### src/rtl/tmds_decoder_if.sv
`default_nettype none
// ============================================================================
// Module   : tmds_decoder_if
// Brief    : Raw deserialized word in, decoded symbol and lock status out.
// Revision : 1.0
// ============================================================================
interface tmds_decoder_if;
    logic [9:0] i_raw;
    logic       o_de;
    logic [1:0] o_ctrl;
    logic [7:0] o_data;
    logic       o_locked;
    logic [3:0] o_offset;
    logic       o_err;

    modport master (
        output i_raw,
        input  o_de, o_ctrl, o_data, o_locked, o_offset, o_err
    );

    modport slave (
        input  i_raw,
        output o_de, o_ctrl, o_data, o_locked, o_offset, o_err
    );
endinterface
`default_nettype wire

### src/rtl/tmds_decoder.sv
`default_nettype none
// ============================================================================
// Module   : tmds_decoder
// Brief    : TMDS channel receiver: word alignment by control-token hunt,
//            then decode of each aligned symbol to DE / control / pixel data.
// Revision : 1.0
// ============================================================================
module tmds_decoder #(
    parameter int LOCK_TOKENS = 16,
    parameter int TIMEOUT     = 4096
) (
    input  wire           i_clk,
    input  wire           i_rstn,
    tmds_decoder_if.slave bus
);
    localparam int c_GAP_W = (TIMEOUT > 1) ? $clog2(TIMEOUT) : 1;
    localparam int c_TOK_W = $clog2(LOCK_TOKENS);
    localparam logic [c_GAP_W-1:0] c_GAP_MAX  = c_GAP_W'(TIMEOUT - 1);
    localparam logic [c_TOK_W-1:0] c_TOK_LAST = c_TOK_W'(LOCK_TOKENS - 1);
    localparam logic [c_TOK_W-1:0] c_TOK_ONE  = c_TOK_W'(1);

    localparam logic [1:0] c_ST_SEARCH = 2'd0;
    localparam logic [1:0] c_ST_VERIFY = 2'd1;
    localparam logic [1:0] c_ST_LOCKED = 2'd2;

    logic [9:0]         r_new, r_old;
    logic [1:0]         r_state, w_state_nxt;
    logic [c_GAP_W-1:0] r_gap, w_gap_nxt;
    logic [c_TOK_W-1:0] r_tok, w_tok_nxt;
    logic [3:0]         r_offset, w_offset_nxt, w_offset_inc;
    logic               r_de, w_de_nxt;
    logic [1:0]         r_ctrl, w_ctrl_nxt;
    logic [7:0]         r_data, w_data_nxt;
    logic               r_err, w_err_nxt;

    logic [19:0]        w_stream;
    logic [9:0]         w_sym;
    logic               w_is_tok;
    logic [1:0]         w_tok_ctrl;
    logic [7:0]         w_q, w_d;
    logic [6:0]         w_x;

    // r_old holds the earlier word, so a symbol straddling two words reads
    // upward from bit r_offset of the concatenation.
    assign w_stream = {r_new, r_old};
    assign w_sym    = 10'(w_stream >> r_offset);

    always_comb begin
        w_is_tok   = 1'b1;
        w_tok_ctrl = 2'b00;
        case (w_sym)
            10'b1101010100: w_tok_ctrl = 2'b00;
            10'b0010101011: w_tok_ctrl = 2'b01;
            10'b0101010100: w_tok_ctrl = 2'b10;
            10'b1010101011: w_tok_ctrl = 2'b11;
            default:        w_is_tok   = 1'b0;
        endcase
    end

    assign w_q = w_sym[9] ? ~w_sym[7:0] : w_sym[7:0];
    assign w_x = w_q[7:1] ^ w_q[6:0];
    assign w_d = {(w_sym[8] ? w_x : ~w_x), w_q[0]};

    assign w_offset_inc = (r_offset == 4'd9) ? 4'd0 : r_offset + 4'd1;

    always_comb begin
        w_state_nxt  = r_state;
        w_gap_nxt    = r_gap;
        w_tok_nxt    = r_tok;
        w_offset_nxt = r_offset;
        w_err_nxt    = 1'b0;
        case (r_state)
            c_ST_SEARCH: begin
                // A token at the current offset takes priority over a slip.
                if (w_is_tok) begin
                    w_state_nxt = c_ST_VERIFY;
                    w_tok_nxt   = c_TOK_ONE;
                    w_gap_nxt   = '0;
                end else if (r_gap == c_GAP_MAX) begin
                    w_offset_nxt = w_offset_inc;
                    w_gap_nxt    = '0;
                end else begin
                    w_gap_nxt = r_gap + 1'b1;
                end
            end
            c_ST_VERIFY: begin
                if (w_is_tok) begin
                    if (r_tok == c_TOK_LAST) begin
                        w_state_nxt = c_ST_LOCKED;
                        w_gap_nxt   = '0;
                        w_tok_nxt   = '0;
                    end else begin
                        w_tok_nxt = r_tok + 1'b1;
                    end
                end else begin
                    w_state_nxt  = c_ST_SEARCH;
                    w_offset_nxt = w_offset_inc;
                    w_gap_nxt    = '0;
                    w_tok_nxt    = '0;
                end
            end
            c_ST_LOCKED: begin
                if (w_is_tok) begin
                    w_gap_nxt = '0;
                end else if (r_gap == c_GAP_MAX) begin
                    w_state_nxt = c_ST_SEARCH;
                    w_gap_nxt   = '0;
                    w_err_nxt   = 1'b1;
                end else begin
                    w_gap_nxt = r_gap + 1'b1;
                end
            end
            default: begin
                w_state_nxt = c_ST_SEARCH;
                w_gap_nxt   = '0;
                w_tok_nxt   = '0;
            end
        endcase

        // Output follows the next state so the lock-completing symbol is shown.
        w_de_nxt   = 1'b0;
        w_ctrl_nxt = 2'b00;
        w_data_nxt = 8'h00;
        if (w_state_nxt == c_ST_LOCKED) begin
            if (w_is_tok) begin
                w_ctrl_nxt = w_tok_ctrl;
            end else begin
                w_de_nxt   = 1'b1;
                w_data_nxt = w_d;
            end
        end
    end

    always_ff @(posedge i_clk) begin
        if (!i_rstn) begin
            r_new    <= '0;
            r_old    <= '0;
            r_state  <= c_ST_SEARCH;
            r_gap    <= '0;
            r_tok    <= '0;
            r_offset <= '0;
            r_de     <= 1'b0;
            r_ctrl   <= 2'b00;
            r_data   <= 8'h00;
            r_err    <= 1'b0;
        end else begin
            r_new    <= bus.i_raw;
            r_old    <= r_new;
            r_state  <= w_state_nxt;
            r_gap    <= w_gap_nxt;
            r_tok    <= w_tok_nxt;
            r_offset <= w_offset_nxt;
            r_de     <= w_de_nxt;
            r_ctrl   <= w_ctrl_nxt;
            r_data   <= w_data_nxt;
            r_err    <= w_err_nxt;
        end
    end

    assign bus.o_de     = r_de;
    assign bus.o_ctrl   = r_ctrl;
    assign bus.o_data   = r_data;
    assign bus.o_locked = (r_state == c_ST_LOCKED);
    assign bus.o_offset = r_offset;
    assign bus.o_err    = r_err;
endmodule
`default_nettype wire

### src/flat_wrapper.sv
// flat-port wrapper written by rule: the top's interface ports become plain ports
module tmds_decoder_flat 
#(
    parameter int LOCK_TOKENS = 16,
    parameter int TIMEOUT     = 4096
)
  (i_clk, i_rstn, bus_i_raw, bus_o_de, bus_o_ctrl, bus_o_data, bus_o_locked, bus_o_offset, bus_o_err);
  tmds_decoder_if bus_i ();
  input  wire i_clk;
  input  wire i_rstn;
  input wire logic [$bits(bus_i.i_raw)-1:0] bus_i_raw;
  output wire logic [$bits(bus_i.o_de)-1:0] bus_o_de;
  output wire logic [$bits(bus_i.o_ctrl)-1:0] bus_o_ctrl;
  output wire logic [$bits(bus_i.o_data)-1:0] bus_o_data;
  output wire logic [$bits(bus_i.o_locked)-1:0] bus_o_locked;
  output wire logic [$bits(bus_i.o_offset)-1:0] bus_o_offset;
  output wire logic [$bits(bus_i.o_err)-1:0] bus_o_err;
  assign bus_i.i_raw = bus_i_raw;
  assign bus_o_de = bus_i.o_de;
  assign bus_o_ctrl = bus_i.o_ctrl;
  assign bus_o_data = bus_i.o_data;
  assign bus_o_locked = bus_i.o_locked;
  assign bus_o_offset = bus_i.o_offset;
  assign bus_o_err = bus_i.o_err;
  tmds_decoder #(.LOCK_TOKENS(LOCK_TOKENS), .TIMEOUT(TIMEOUT)) u_core (.i_clk(i_clk), .i_rstn(i_rstn), .bus(bus_i));
endmodule
### config.mk
export PLATFORM = sky130hd
export DESIGN_NAME = tmds_decoder_flat
export DESIGN_NICKNAME = d
export VERILOG_FILES = /design/src/rtl/tmds_decoder_if.sv /design/src/rtl/tmds_decoder.sv /design/src/flat_wrapper.sv
export SDC_FILE = /design/constraint.sdc
export NUM_CORES = 1
export LEC_CHECK = 0
export ABC_CLOCK_PERIOD_IN_PS = 7050
export BUFFER_PORTS_ARGS = -buffer_cell sky130_fd_sc_hd__buf_2
export CORE_UTILIZATION = 46
export CTS_CLUSTER_SIZE = 28
export DETAILED_ROUTE_END_ITERATION = 10
export RECOVER_POWER = 100
export SLEW_MARGIN = 20
export SYNTH_ARGS = -nofsm -noshare
export SYNTH_HDL_FRONTEND = slang
export SYNTH_SLANG_ARGS = --single-unit
### constraint.sdc
create_clock -name i_clk -period 7.05 [get_ports i_clk]
set_input_delay 0.3525 -clock i_clk [delete_from_list [all_inputs] [get_ports i_clk]]
set_output_delay 0.3525 -clock i_clk [all_outputs]
set_load 0.01 [all_outputs]
==> results of run 1 <==
-- stage by stage --
stage / setup slack [ns] / instances / total power (uW)
6_report: 2.233 / 423 / 545.9
5_1_grt: 1.757 / 423 / 574.2
4_1_cts: 2.985 / 423 / 552.1
3_5_place_dp: 2.982 / 415 / 370.9
3_3_place_gp: 3.110 / 415 / 371.0
2_1_floorplan: 4.230 / 328 / 358.4
-- final cells by class --
type                            instances  share of cell area (%)
Multi-Input combinational cell        247                   57.13
Inverter                                8                  0.9033
Clock inverter                          1                  0.2635
Sequential cell                        54                   32.52
Tap cell                               77                   2.898
Clock buffer                            7                   2.597
Timing Repair Buffer                   29                   3.688
-- sequential cells by signal, summed over array words and instances, names as in the netlist --
register,cells
u_core.bus.o_offset,4
u_core.r_old,10
u_core.r_state,2
u_core.r_new,10
u_core.r_gap,12
u_core.r_tok,4
u_core.bus.o_data,8
u_core.bus.o_de,1
u_core.bus.o_ctrl,2
u_core.bus.o_err,1
-- worst max path at each step --
| stage | cells after the start | slack [ns] | startpoint | end |
|---|---|---|---|---|
| floorplan | 11 | 4.23 | u_core.bus.o_offset[1] | u_core.r_gap[5] |
| global placement | 9 | 3.11 | u_core.bus.o_offset[1] | u_core.bus.o_data[2] |
| detailed placement | 9 | 2.98 | u_core.bus.o_offset[1] | u_core.bus.o_data[0] |
| CTS | 9 | 2.99 | u_core.bus.o_offset[1] | u_core.bus.o_data[2] |
| global route | 9 | 1.76 | u_core.bus.o_offset[1] | u_core.bus.o_data[4] |
| finish | 9 | 2.23 | u_core.bus.o_offset[1] | u_core.bus.o_data[4] |
-- cells in the final DEF (no fill, tap or decap), types with 3 or more instances in the layout --
master    netlist  final
a211o_1         5      5
a211oi_1        4      4
a21o_1          3      3
a21oi_1         9      9
a22o_1          3      3
and2_0          0      9
and2_1         23     14
and3_1          4      5
buf_2           7     11
clkbuf_1        7     19
clkbuf_8        0      6
dfxtp_1        54     54
inv_1           7      7
mux2_2         12     12
mux2i_1        13     13
mux4_2         14     14
nand2_1        22     23
nand2b_1        5      5
nand3_1        10     10
nor2_1         27     27
nor2b_1        10     10
nor3_1          4      4
nor3b_1         7      7
o211ai_1        3      3
o21ai_0         7      7
or2_2           4      4
xnor2_1        13     13
-- cells by family after synthesis --
group           synth area share [%]
compound gates                 12.91
xor+xnor                       4.172
fa+ha+maj                     0.7945
buf+inv                        4.569
flops                          34.33
mux                            19.15
simple gates                   24.08
-- routing by layer --
layer | up-vias | part of all wire (%)
met5 | - | 0
met3 | 8 | 5.2
met2 | 76 | 45
met4 | 0 | 1.2
met1 | 1146 | 49
li1 | 1222 | -
-- power breakdown --
group	switching (uW)	internal [uW]	leakage, uW	total [uW]
Combinational	20.0	22.7	0.000787	42.7
Sequential	9.11	312	0.000440	321
Clock	101	81.4	0.0000489	182
==> impl_metrics.env, run 1 <==
export IMPL_hold_violations=0
export IMPL_crit_chain="clkbuf_1 -> mux4_2 -> a222oi_1 -> o221ai_1 -> nand2b_1 -> nand4bb_1 -> nand4_1 -> or2_0 -> nor2_1"
export IMPL_path_buf_inv=1
export IMPL_rrSetupSlack_ns=2.23
export IMPL_use_met3_pct=3.638
export IMPL_crit_fanout=19
export IMPL_die_x_um=84.74
export IMPL_grt_usage_pct=19.47
export IMPL_hp_class="primary input to flop"
export IMPL_ys_types=61
export IMPL_fmax_mhz=207.6
export IMPL_fin_crit_sh_pct=68.32
export IMPL_antenna_cells=0
export IMPL_final_antenna_net_count=0
export IMPL_cts_root_buf="clkbuf_8"
export IMPL_peakVddDrop_uv=84.55
export IMPL_reg2regPathDepth=9
export IMPL_clock_latency_ns=0.31
export IMPL_ys_async_sr_fraction_pct=0
export IMPL_synth_edff_count=0
export IMPL_clk_pin_slew_worst_paths_ns=0.09
export IMPL_synth_seq_cells=54
export IMPL_multi_input_area_mm2=0.001899
export IMPL_drtIter0Drc=184
export IMPL_vias=2452
export IMPL_syn_inst=328
export IMPL_die_h_um=84.74
export IMPL_overflow=0
export IMPL_regToRegStartpoint="u_core.bus.o_offset[1]"
export IMPL_place_area_mm2=0.003279
export IMPL_design_area_mm2=0.003324
export IMPL_fin_setup_tns_ns=0
export IMPL_maxCapViolations=0
export IMPL_power_leakage_uw=0.001276
export IMPL_via_per_inst=5.797
export IMPL_worst_setup_path_type="flop to flop"
export IMPL_cts_hold_buffers=0
export IMPL_r2r_end="u_core.bus.o_data[4]"
export IMPL_post_route_util_pct=51.18
export IMPL_tritoncts="built"
export IMPL_cts_htree_levels=2
export IMPL_wirelength_mm=6.637
export IMPL_fill_cells=656
export IMPL_status="completed"
export IMPL_synth_top_cells_by_count="dfxtp_1, nor2_1, and2_1"
export IMPL_cts_sinks=54
export IMPL_netlist_area_mm2=0.003149
export IMPL_post_dp_hpwl_mm=4.776
export IMPL_tightest_slew_ns=1.229
export IMPL_p_per_area_mw_per_mm2=164.2
export IMPL_ys_warn_count=0
export IMPL_start_util_pct=48.49
export IMPL_routedWlPerCell_um=15.69
export IMPL_grt_busiest_layer="met2"
export IMPL_netlist_top_cells_area="dfxtp_1, mux4_2, and2_1"
export IMPL_relSlewSlack_pct=18.05
export IMPL_antenna_found_initial=0
export IMPL_crit_slowest_cell="clkbuf_1"
export IMPL_drc=0
export IMPL_cp_start_kind="flop"
export IMPL_ys_seq_area_share_pct=34.33
export IMPL_worst_hold_slack_ns=0.2435
export IMPL_grt_util_met2_pct=30.67
export IMPL_crit_family="simple AND/OR/NAND/NOR gates"
export IMPL_grt_pass1_wl_mm=11.03
export IMPL_holdPathStages=2
export IMPL_portBuffers=28
export IMPL_worst_clock_skew_ns=0.01138
export IMPL_ios=29
export IMPL_clock_path_buffers=2
export IMPL_finalMaxSlewViolations=0
export IMPL_min_to="u_core.r_new[5]"
export IMPL_end_kind="flop"
export IMPL_rows=29
export IMPL_synth_flop_cell="dfxtp_1"
export IMPL_cts_resized=0
export IMPL_area_growth_pct=5.562
export IMPL_cp_data_required_time_ns=7.24
export IMPL_synth_most_common_cell="dfxtp_1"
export IMPL_critical_path_max_stage_delay_ns=0.88
export IMPL_post_cts_setup_buffers=0
export IMPL_setup_viol=0
export IMPL_grt_pass1_vias=2228
export IMPL_hold_start="bus_i_raw[5]"
export IMPL_grt_max_degree=34
export IMPL_finalNetCount=359
export IMPL_rsz0062_at_grt="no"
export IMPL_avgSynthCellArea_um2=9.601
export IMPL_place_congestion=0.8007
export IMPL_post_route_min_period_ns=4.817
export IMPL_synth_top_area_cell="dfxtp_1"
export IMPL_die_area_mm2=0.007181
export IMPL_cts_inserted_buffers=5
export IMPL_seq_area_mm2=0.001081
export IMPL_netlist_area_leader_share_pct=34.33
export IMPL_worstPathArrival_ns=5.00
export IMPL_synth_fp_nets=342
export IMPL_fp_coreArea_mm2=0.006495
export IMPL_drt_pass1_iter_count=6
export IMPL_gr_usage_met1_pct=27.22
export IMPL_final_layout_size_suffix_gt1_share_pct=15.32
(Power assumes the default switching activity.)
==> run 2: changes to the inputs <==
--- a/config.mk
+++ b/config.mk
@@ -5,11 +5,12 @@
 export SDC_FILE = /design/constraint.sdc
 export NUM_CORES = 1
 export LEC_CHECK = 0
-export ABC_CLOCK_PERIOD_IN_PS = 7050
+export ABC_CLOCK_PERIOD_IN_PS = 4200
 export BUFFER_PORTS_ARGS = -buffer_cell sky130_fd_sc_hd__buf_2
 export CORE_UTILIZATION = 46
 export CTS_CLUSTER_SIZE = 28
 export DETAILED_ROUTE_END_ITERATION = 10
+export PLACE_DENSITY = 0.67
 export RECOVER_POWER = 100
 export SLEW_MARGIN = 20
 export SYNTH_ARGS = -nofsm -noshare
==> constraint.sdc (replaced) <==
create_clock -name i_clk -period 4.2 [get_ports i_clk]
set_input_delay 0.21 -clock i_clk [delete_from_list [all_inputs] [get_ports i_clk]]
set_output_delay 0.21 -clock i_clk [all_outputs]
set_load 0.01 [all_outputs]
==> impl_metrics.env, run 2 (same netlist as run 1, synthesis figures left out) <==
export IMPL_post_dp_hpwl_mm=4.684
export IMPL_cts_sinks=54
export IMPL_power_switching_uw=220.2
export IMPL_clock_latency_ns=0.30
export IMPL_maxCapViolations=0
export IMPL_final_layout_size_suffix_gt1_share_pct=16.71
export IMPL_hold_violations=0
export IMPL_grt_pass1_vias=2268
export IMPL_cts_htree_levels=2
export IMPL_top_regs="u_core.r_gap: 12 flops, u_core.r_new: 10 flops, u_core.r_old: 10 flops"
export IMPL_clock_path_buffers=2
export IMPL_power_share_clock_pct=34.5
export IMPL_drtIter0Drc=167
export IMPL_power_leakage_uw=0.001295
export IMPL_area_growth_pct=6.635
export IMPL_tightest_slew_ns=1.164
export IMPL_swShare_pct=23.59
export IMPL_hp_class="primary input to flop"
export IMPL_final_antenna_net_count=0
export IMPL_cp_start_kind="flop"
export IMPL_grt_usage_pct=19.27
export IMPL_fin_ws_ns=0.5433
export IMPL_die_h_um=84.74
export IMPL_rows=29
export IMPL_fmax_mhz=273.5
export IMPL_design_area_mm2=0.003358
export IMPL_grt_max_degree=34
export IMPL_status="finished, violations left"
export IMPL_clk_pin_slew_worst_paths_ns=0.10
export IMPL_end_kind="flop"
export IMPL_fill_cells=605
export IMPL_overflow=0
export IMPL_post_route_min_period_ns=3.657
export IMPL_seqPwrFrac_pct=57.7
export IMPL_drt_pass1_iter_count=10
export IMPL_cts_hold_buffers=0
export IMPL_grt_util_met2_pct=28.68
export IMPL_place_area_mm2=0.003287
export IMPL_rsz0062_at_grt="no"
export IMPL_use_met3_pct=4.523
export IMPL_violations="design-rule violations"
export IMPL_die_area_mm2=0.007181
export IMPL_relSlewSlack_pct=22.41
export IMPL_worstPathArrival_ns=3.91
export IMPL_wirelength_mm=6.600
export IMPL_worst_setup_path_type="flop to flop"
export IMPL_layout_common_cells="dfxtp_1, nor2_1, nand2_1"
export IMPL_antenna_cells=0
export IMPL_fp_coreArea_mm2=0.006495
export IMPL_via_per_inst=5.847
export IMPL_vias=2479
export IMPL_final_common_cell="dfxtp_1"
export IMPL_final_instance_count_excl_fill=424
export IMPL_holdPathStages=2
export IMPL_cts_inserted_buffers=5
export IMPL_fin_setup_tns_ns=0
export IMPL_drc=4
export IMPL_portBuffers=28
export IMPL_pre_cts_ws_ns=0.6289
export IMPL_post_cts_setup_buffers=0
export IMPL_grt_busiest_layer="met2"
export IMPL_grt_pass1_wl_mm=11.05
export IMPL_finalMaxSlewViolations=0
export IMPL_finalNetCount=360
export IMPL_reg2regPathDepth=9
export IMPL_dp_cells=416
export IMPL_peakVddDrop_uv=178.2
export IMPL_gr_usage_met1_pct=27.81
export IMPL_antenna_found_initial=0
export IMPL_cp_data_required_time_ns=4.45
export IMPL_p_per_area_mw_per_mm2=278.0
export IMPL_largest_register="u_core.r_gap"
export IMPL_setup_viol=0
export IMPL_start_util_pct=48.49
export IMPL_fin_crit_sh_pct=87.06
export IMPL_tritoncts="built"
export IMPL_post_route_util_pct=51.70
export IMPL_largest_register_ffs=12
export IMPL_combPwrFrac_pct=7.8
export IMPL_place_congestion=0.8610
export IMPL_worst_clock_skew_ns=0.006594
export IMPL_ios=29
export IMPL_cts_root_buf="clkbuf_8"
export IMPL_internal_power_uw=713.3
export IMPL_cts_resized=0
export IMPL_routedWlPerCell_um=15.57
export IMPL_crit_fanout=31
export IMPL_die_x_um=84.74
-- run 2: through the flow --
stage          hold WS [ns]  total power (uW)
3_5_place_dp         0.4181             622.4
4_1_cts             0.09701             943.3
5_1_grt             0.09885             969.1
3_3_place_gp         0.4144             621.7
6_report             0.1029             933.5
2_1_floorplan        0.3373             601.5
-- run 2: worst paths after layout --
kind                               start          endpoint  slack [ns]
setup / recovery  u_core.bus.o_offset[1]   u_core.r_gap[0]        0.54
hold / removal              bus_i_raw[8]   u_core.r_new[8]        0.10
setup reg to reg  u_core.bus.o_offset[1]   u_core.r_gap[0]        0.54
hold reg to reg         u_core.r_gap[11]  u_core.r_gap[11]        0.53
-- run 2: cell type report --
| type | count | area [um2] | area share [%] |
|---|---|---|---|
| clock buffers | 7 | 96.34 | 2.869 |
| inverters | 8 | 30.03 | 0.8942 |
| clock inverters | 1 | 8.758 | 0.2608 |
| flip-flops and latches | 54 | 1081 | 32.19 |
| well taps | 77 | 96.34 | 2.869 |
| multi-input cells | 247 | 1912 | 56.93 |
| repair buffers | 30 | 133.9 | 3.987 |
-- run 2: power groups by stage --
stage                     clock, uW  sequential, uW  combinational [uW]
after global placement            0             550                72.0
after global routing            348             541                80.2
after floorplan                   0             544                58.0
after CTS                       332             538                73.0
after detailed placement          0             550                72.6
final                           322             538                72.9
-- run 2: critical path, stage by stage, from the launching register on --
cell and delay (ns):
dfxtp_1 0.52, buf_4 0.43, mux2_1 0.38, mux2_2 0.28, mux4_2 0.52, nor4_2 0.20, nand4_2 0.30, nand2_1 0.29
and3_1 0.46, mux2_2 0.23
-- run 2: metal layers --
layer | vias up | share of wire, %
met5 | - | 0
met1 | 1165 | 50
met3 | 10 | 5.4
li1 | 1223 | -
met4 | 0 | 1.5
met2 | 81 | 43
==> run 3: changes to the inputs <==
--- a/config.mk
+++ b/config.mk
@@ -10,7 +10,7 @@
 export CORE_UTILIZATION = 46
 export CTS_CLUSTER_SIZE = 28
 export DETAILED_ROUTE_END_ITERATION = 10
-export PLACE_DENSITY = 0.67
+export PLACE_DENSITY = 0.71
 export RECOVER_POWER = 100
 export SLEW_MARGIN = 20
 export SYNTH_ARGS = -nofsm -noshare
==> impl_metrics.env, run 3 (same netlist as run 1, synthesis figures left out) <==
export IMPL_status="completed"
export IMPL_die_h_um=84.74
export IMPL_routedWlPerCell_um=15.46
export IMPL_cts_root_buf="clkbuf_8"
export IMPL_final_layout_size_suffix_gt1_share_pct=17.14
export IMPL_clock_latency_ns=0.31
export IMPL_finalMaxSlewViolations=0
export IMPL_path_buf_inv=1
export IMPL_setup_viol=0
export IMPL_hp_class="primary input to flop"
export IMPL_clock_path_buffers=2
export IMPL_finalNetCount=363
export IMPL_end_kind="flop"
export IMPL_fin_setup_tns_ns=0
export IMPL_clk_pin_slew_worst_paths_ns=0.11
export IMPL_power_leakage_uw=0.001310
export IMPL_top_regs="u_core.r_gap: 12 flops, u_core.r_new: 10 flops, u_core.r_old: 10 flops"
export IMPL_multi_input_area_mm2=0.001904
export IMPL_grt_pass1_wl_mm=11.05
export IMPL_final_antenna_net_count=0
export IMPL_crit_chain="buf_4 -> mux2_1 -> mux2_2 -> mux4_2 -> nand2b_1 -> nand4bb_1 -> nand4_1 -> or2_1 -> nor2_1"
export IMPL_post_dp_hpwl_mm=4.834
export IMPL_drtIter0Drc=167
export IMPL_crit_slowest_cell="dfxtp_1"
export IMPL_worstPathArrival_ns=3.92
export IMPL_via_per_inst=5.867
export IMPL_design_area_mm2=0.003381
export IMPL_maxCapViolations=0
export IMPL_seq_area_mm2=0.001081
export IMPL_fill_cells=623
export IMPL_grt_pass1_vias=2293
export IMPL_cp_data_required_time_ns=4.45
export IMPL_place_congestion=0.8620
export IMPL_final_common_cell="dfxtp_1"
export IMPL_rows=29
export IMPL_cts_resized=0
export IMPL_tightest_slew_ns=1.144
export IMPL_cts_inserted_buffers=5
export IMPL_fp_coreArea_mm2=0.006495
export IMPL_fin_crit_sh_pct=87.25
export IMPL_worst_setup_path_type="flop to flop"
export IMPL_die_x_um=84.74
export IMPL_grt_max_degree=34
export IMPL_relSlewSlack_pct=23.75
export IMPL_crit_fanout=14
export IMPL_hold_violations=0
export IMPL_cp_start_kind="flop"
export IMPL_pre_cts_ws_ns=0.6579
export IMPL_p_per_area_mw_per_mm2=287.4
export IMPL_post_route_min_period_ns=3.664
export IMPL_rsz0062_at_grt="no"
export IMPL_drt_pass1_iter_count=6
export IMPL_place_area_mm2=0.003309
export IMPL_wirelength_mm=6.600
export IMPL_worst_clock_skew_ns=0.01019
export IMPL_grt_usage_pct=19.59
export IMPL_cts_sinks=54
export IMPL_portBuffers=28
export IMPL_drc=0
export IMPL_fin_ws_ns=0.5355
export IMPL_ios=29
export IMPL_die_area_mm2=0.007181
export IMPL_fmax_mhz=272.9
export IMPL_antenna_cells=0
export IMPL_cts_hold_buffers=0
export IMPL_area_growth_pct=7.350
export IMPL_cts_htree_levels=2
export IMPL_peakVddDrop_uv=231.3
export IMPL_largest_register="u_core.r_gap"
export IMPL_start_util_pct=48.49
export IMPL_largest_register_ffs=12
export IMPL_vias=2505
export IMPL_crit_family="simple AND/OR/NAND/NOR gates"
export IMPL_critical_path_max_stage_delay_ns=0.68
export IMPL_tritoncts="built"
export IMPL_post_cts_setup_buffers=0
export IMPL_fin_total_pwr_uw=971.6
export IMPL_layout_common_cells="dfxtp_1, nor2_1, nand2_1"
export IMPL_overflow=0
export IMPL_worst_hold_slack_ns=0.1018
export IMPL_antenna_found_initial=0
-- run 3: cell count changes in the layout (fill, tap and decap cells not counted), sizes merged --
| cell | delta |
|---|---|
| buf | +3 |
| bufinv | +1 |
| clkbuf | -2 |
| inv | +1 |
-- run 3: path summary, 6_finish.rpt --
kind                     startpoint                    to  slack [ns]  cells past startpoint
max          u_core.bus.o_offset[1]  u_core.bus.o_data[5]        0.54                      9
max reg2reg  u_core.bus.o_offset[1]  u_core.bus.o_data[5]        0.54                      9
min reg2reg        u_core.r_gap[10]      u_core.r_gap[10]        0.53                      1
min                    bus_i_raw[5]       u_core.r_new[5]        0.10                      2
-- run 3: cell type report --
cell class / count / area share, %
Timing Repair Buffer: 33 / 4.626
Tap cell: 77 / 2.850
Sequential cell: 54 / 31.98
Clock inverter: 3 / 1.295
Inverter: 8 / 0.8882
Clock buffer: 5 / 2.036
Multi-Input combinational cell: 247 / 56.33
-- run 3: per-layer routing --
metal	track usage [%]	part of all wire (%)	up-vias
met5	0	0	-
met4	7.396	2.2	0
met3	3.638	5.9	12
met2	29.71	44	85
met1	27.77	48	1180
li1	-	-	1228
-- run 3: through the flow --
stage / cells / utilization (%)
after floorplan: 328 / -
after global placement: 419 / 50.95
after detailed placement: 419 / 50.95
after CTS: 427 / 52.69
after global routing: 427 / 52.05
final: 427 / 52.05
-- run 3: where the power goes --
group / leakage [uW] / internal (uW) / switching (uW) / total (uW)
clock: 0.0000585 / 179 / 182 / 361
sequential: 0.000440 / 523 / 14.7 / 538
combinational: 0.000811 / 38.3 / 34.4 / 72.8
